File: config.mk
export PLATFORM = sky130hd
export DESIGN_NAME = if_fetch
export DESIGN_NICKNAME = d
export VERILOG_FILES = /design/src/rtl/if_fetch.sv
export SDC_FILE = /design/constraint.sdc
export NUM_CORES = 1
export LEC_CHECK = 0
export BUFFER_PORTS_ARGS = -buffer_cell sky130_fd_sc_hd__clkbuf_2
export CAP_MARGIN = 20
export CORE_MARGIN = 2
export CORE_UTILIZATION = 55
export CTS_CLUSTER_DIAMETER = 200
export DETAILED_ROUTE_END_ITERATION = 10
export HOLD_SLACK_MARGIN = 0.08
export PLACE_DENSITY = 0.81
export REMOVE_ABC_BUFFERS = 1
export SLEW_MARGIN = 20
export SYNTH_ARGS = -nofsm -noshare
export SYNTH_HDL_FRONTEND = slang
export SYNTH_SLANG_ARGS = --single-unit
File: constraint.sdc
create_clock -name clk -period 2.4 [get_ports clk]
set_clock_uncertainty 0.15 [all_clocks]
set_input_delay 0.24 -clock clk [delete_from_list [all_inputs] [get_ports clk]]
set_output_delay 0.24 -clock clk [all_outputs]
set_load 0.02 [all_outputs]
File: src/rtl/if_fetch.sv
// Instruction-fetch stage: PC, memory request/ack handshake, one-word skid buffer
// and the IF/ID pipeline register feeding decode.
module if_fetch #(
  parameter logic [31:0] RESET_PC = 32'h0000_0000
) (
  input  logic        clk,
  input  logic        rst_n,
  input  logic [4:0]  stall_i,
  input  logic [4:0]  flush_i,
  input  logic        set_pc_e_i,
  input  logic [31:0] set_pc_i,
  output logic        if_stall_o,
  output logic        req_o,
  output logic [31:0] addr_o,
  input  logic        ack_i,
  input  logic [31:0] data_i,
  output logic [31:0] pc_o,
  output logic [31:0] inst_o,
  output logic        valid_o
);

  typedef enum logic [1:0] {FETCH, HOLD, DISCARD} state_e;

  state_e      state_q, state_d;
  logic [31:0] pc_q, pc_d;
  logic [31:0] addr_q, addr_d;
  logic [31:0] buf_inst_q, buf_inst_d;
  logic [31:0] buf_pc_q, buf_pc_d;
  logic [31:0] pc_o_q, pc_o_d;
  logic [31:0] inst_o_q, inst_o_d;
  logic        valid_q, valid_d;
  logic        load;
  logic [31:0] load_pc, load_inst;
  logic        unused_bits;

  // Only stage 1 (IF/ID) of the controller vectors concerns this block.
  assign unused_bits = ^{stall_i[4:2], stall_i[0], flush_i[4:2], flush_i[0]};

  always_comb begin
    state_d    = state_q;
    pc_d       = pc_q;
    addr_d     = addr_q;
    buf_inst_d = buf_inst_q;
    buf_pc_d   = buf_pc_q;
    load       = 1'b0;
    load_pc    = pc_q;
    load_inst  = data_i;
    case (state_q)
      FETCH: begin
        addr_d = pc_q;
        if (set_pc_e_i) begin
          // An ack in the redirect cycle is dropped; otherwise the in-flight
          // request must still complete, so wait it out in DISCARD.
          pc_d    = set_pc_i;
          state_d = ack_i ? FETCH : DISCARD;
        end else if (ack_i) begin
          pc_d = pc_q + 32'd4;
          if (stall_i[1]) begin
            buf_inst_d = data_i;
            buf_pc_d   = pc_q;
            state_d    = HOLD;
          end else begin
            load      = 1'b1;
            load_pc   = pc_q;
            load_inst = data_i;
          end
        end
      end
      HOLD: begin
        if (set_pc_e_i) begin
          pc_d    = set_pc_i;
          state_d = FETCH;
        end else if (!stall_i[1]) begin
          load      = 1'b1;
          load_pc   = buf_pc_q;
          load_inst = buf_inst_q;
          state_d   = FETCH;
        end
      end
      DISCARD: begin
        if (set_pc_e_i) pc_d = set_pc_i;
        if (ack_i) state_d = FETCH;
      end
      default: state_d = FETCH;
    endcase

    valid_d  = valid_q;
    pc_o_d   = pc_o_q;
    inst_o_d = inst_o_q;
    if (flush_i[1]) begin
      valid_d = 1'b0;
    end else if (!stall_i[1]) begin
      if (load) begin
        valid_d  = 1'b1;
        pc_o_d   = load_pc;
        inst_o_d = load_inst;
      end else begin
        valid_d = 1'b0;
      end
    end
  end

  always_ff @(posedge clk) begin
    if (!rst_n) begin
      state_q    <= FETCH;
      pc_q       <= RESET_PC;
      addr_q     <= RESET_PC;
      buf_inst_q <= 32'h0;
      buf_pc_q   <= 32'h0;
      valid_q    <= 1'b0;
      pc_o_q     <= 32'h0;
      inst_o_q   <= 32'h0;
    end else begin
      state_q    <= state_d;
      pc_q       <= pc_d;
      addr_q     <= addr_d;
      buf_inst_q <= buf_inst_d;
      buf_pc_q   <= buf_pc_d;
      valid_q    <= valid_d;
      pc_o_q     <= pc_o_d;
      inst_o_q   <= inst_o_d;
    end
  end

  assign req_o      = rst_n && (state_q != HOLD);
  assign addr_o     = (state_q == DISCARD) ? addr_q : pc_q;
  assign if_stall_o = rst_n && (((state_q == FETCH) && !ack_i) || (state_q == DISCARD));
  assign pc_o       = pc_o_q;
  assign inst_o     = inst_o_q;
  assign valid_o    = valid_q;

endmodule
==> impl_metrics.toml <==
[timing]
hold_viol_final = 0
relSlewSlack_pct = 62.1
setup_ws_ns = 0.0945
clock.fmax_mhz = 434
final.setup.tns_ns = 0
worstMarginPinSlew_ns = 0.569
setup_viol = 0
fin_crit_sh_pct = 96.1
min_period_ns = 2.31
finalMaxSlewViolations = 0
grt_setup_unrepaired = "yes"

[synth]
synth_top_cells_by_area = "dfxtp_1 42%, mux2i_1 11%, nand2_1 9.5%, o211a_1 7.0%, a21boi_0 5.2%"
yosysWarnings = 0
synth-edff-count = 0
async_flop_share_pct = 0
avgSynthCellArea_um2 = 8.94
synthFlopType = "dfxtp_1"
synthCells = 1043
yosysUniqueCellTypes = 56
synth-seq-cells = 195
yosysSeqAreaShare_pct = 41.9
synth.top_cell.area_share_pct = 41.9
synth_top_cell_by_area = "dfxtp_1"
synthesis.area_mm2 = 0.00932

[routing]
wl_mm = 22.9
firstDrtPassIters = 5
viasPerCell = 5.49
wire_per_inst_um = 15.6
drc = 0
drt_iter0_drc = 491
dr_total_vias = 8042
ant_nets = 0

[cells_and_area]
num-nets-final = 1313
syn_to_final_growth_pct = 25.0
final_core_utilization_pct = 70.3
n_fill_cell = 1313
drive_gt1_share_pct = 22.8
multi_input_area_mm2 = 0.00498
regArea_mm2 = 0.00390

[die]
io_pins = 177
die_h_um = 134
die_x_um = 134
coreArea_mm2 = 0.0166
dieArea_mm2 = 0.0180
start_util_pct = 56.2
num_rows = 47

[place]
hpwl_mm = 14.5
port_buffers = 168
place_ws_ns = 0.169
gp_congestion = 0.825

[clock_network]
h-tree-depth = 4
cts_setup_buffers = 0
max-clock-path-buffers = 2
insertion_delay_ns = 0.43
numCtsBuffers = 17
cts_tree = "done"
clockRootBuffer = "clkbuf_16"
numClockSinks = 195
path_clk_slew_ns = 0.06

[critical_path]
crit_arrival_ns = 1.92
r2r_start = "state_q[0]$_SDFFE_PN0P_"
required_ns = 2.01
startpoint = "state_q[0]$_SDFFE_PN0P_"
startpoint_type = "flip-flop"
end_kind = "output port"
crit_fanout = 18
critPathKind = "reg -> out"

[run_status]
status = "finished, final reports clean"

[power_and_ir_drop]
p_leak_nw = 5.88
total_power_mw = 7.94
p_per_area_mw_per_mm2 = 681
peakVddDrop_mv = 0.572

[global_routing]
grt.met2_usage_pct = 41.2
grt_antenna_before_repair = 1
grt_pass1_wl_mm = 37.1
grt-busiest-layer = "met2"
grt_pass1_vias = 7619
grt_usage_pct = 25.2
grt_start_max_net_pins = 81
use_met1_pct = 32.8
grt_use_met3_pct = 5.90
overflow = 0

[flow_run]
timing.max_cap.violations = 0

[min_path]
holdCritStartpoint = "set_pc_i[11]"
min_path_type = "in -> reg"
metrics by stage:
stage,instance area [um^2],std cells,hold slack (ns)
6_report,11600,1464,0.0815
5_1_grt,11600,1464,0.103
4_1_cts,11600,1463,0.0803
3_5_place_dp,10400,1371,0.289
3_3_place_gp,10400,1371,0.285
2_1_floorplan,8870,943,0.166
per-layer routing:
metal | up-vias | wire length [um] | part of all wire [%]
met1 | 3798 | 10500 | 46
li1 | 4006 | - | -
met2 | 211 | 10900 | 47
met3 | 27 | 1180 | 5.1
met4 | 0 | 355 | 1.5
met5 | - | 0 | 0
cell type report:
type | instances | area share [%]
clock buffers | 25 | 4.34
multi-input cells | 740 | 42.8
inverters | 8 | 0.258
clock inverters | 7 | 0.623
well taps | 220 | 2.36
diodes | 1 | 0.0215
repair buffers | 268 | 16.1
flip-flops and latches | 195 | 33.5
cell usage in the layout, fill, tap and decap left out, drive strengths merged, types with 4 or more instances in the layout:
| cell | count |
|---|---|
| ha | 5 |
| nand2 | 237 |
| o21ai | 29 |
| nor3b | 5 |
| o31ai | 6 |
| o22ai | 7 |
| clkbuf | 192 |
| dfxtp | 195 |
| mux2 | 29 |
| nor2b | 42 |
| clkinv | 4 |
| inv | 8 |
| nand4 | 8 |
| mux2i | 103 |
| and2 | 6 |
| nor3 | 22 |
| a21oi | 24 |
| o211a | 65 |
| nand3 | 24 |
| a21boi | 66 |
| buf | 41 |
| and4 | 6 |
| o21a | 4 |
| nor4 | 6 |
| dlygate4sd3 | 60 |
| nor2 | 11 |
| and3 | 5 |
cells in the mapped netlist (all sizes together), types with 2 or more instances:
cell type,instances
nor3b,5
o211a,65
a22oi,3
dfxtp,195
nor2,11
mux2,29
or2,3
o31ai,6
nor3,22
and3,5
nor4b,2
o31a,2
and2,6
nand4,8
nand2,237
a21oi,24
nor4,6
nor2b,42
clkbuf,56
ha,5
a21boi,66
and4,6
inv,8
o21ai,29
a21o,2
o22ai,7
o21a,4
or3,3
a211o,3
mux2i,103
nand3,24
buf,44
worst paths after layout:
path	endpoint	slack (ns)	cells past startpoint
max reg2reg	pc_q[5]$_SDFFE_PN0P_	0.20	8
min	pc_q[11]$_SDFFE_PN0P_	0.08	4
max	addr_o[18]	0.09	5
min reg2reg	buf_pc_q[22]$_SDFFE_PN0P_	0.31	2
cells by family (layout without fill, tap and decap cells):
| logic type | count (synthesis) | in the layout | share of synthesized area, % |
|---|---|---|---|
| fa+ha+maj | 5 | 5 | 0.671 |
| simple gates | 383 | 383 | 19.5 |
| mux | 132 | 132 | 14.6 |
| compound gates | 220 | 220 | 18.3 |
| buf+inv | 108 | 308 | 5.16 |
| flops | 195 | 195 | 41.9 |
| other cells | 0 | 1 | 0 |
power by group:
group          leakage [nW]  switching, mW  internal, mW  total (mW)
logic                  4.01          0.892         0.699        1.59
clock network         0.279           1.20          1.57        2.77
registers              1.59          0.152          3.43        3.58
worst max-delay path, stage by stage, from the launching register on:
cell      delay (ns)
dfxtp_1         0.33
inv_1           0.14
ha_2            0.23
buf_6           0.22
mux2_2          0.40
clkbuf_2        0.17
sequential cells by signal, summed over array words and instances (netlist names):
signal and cells:
pc_q 32, state_q 2, inst_o 32, pc_o 32, addr_q 32, valid_o 1
buf_pc_q 32, buf_inst_q 32
timing repair:
action,CTS,global route
gates resized for setup,1,6
hold buffers,60,0
hold endpoints to repair,91,0
endpoints found under the setup margin,1,22
pin swaps,0,0
(Power assumes the default switching activity.)
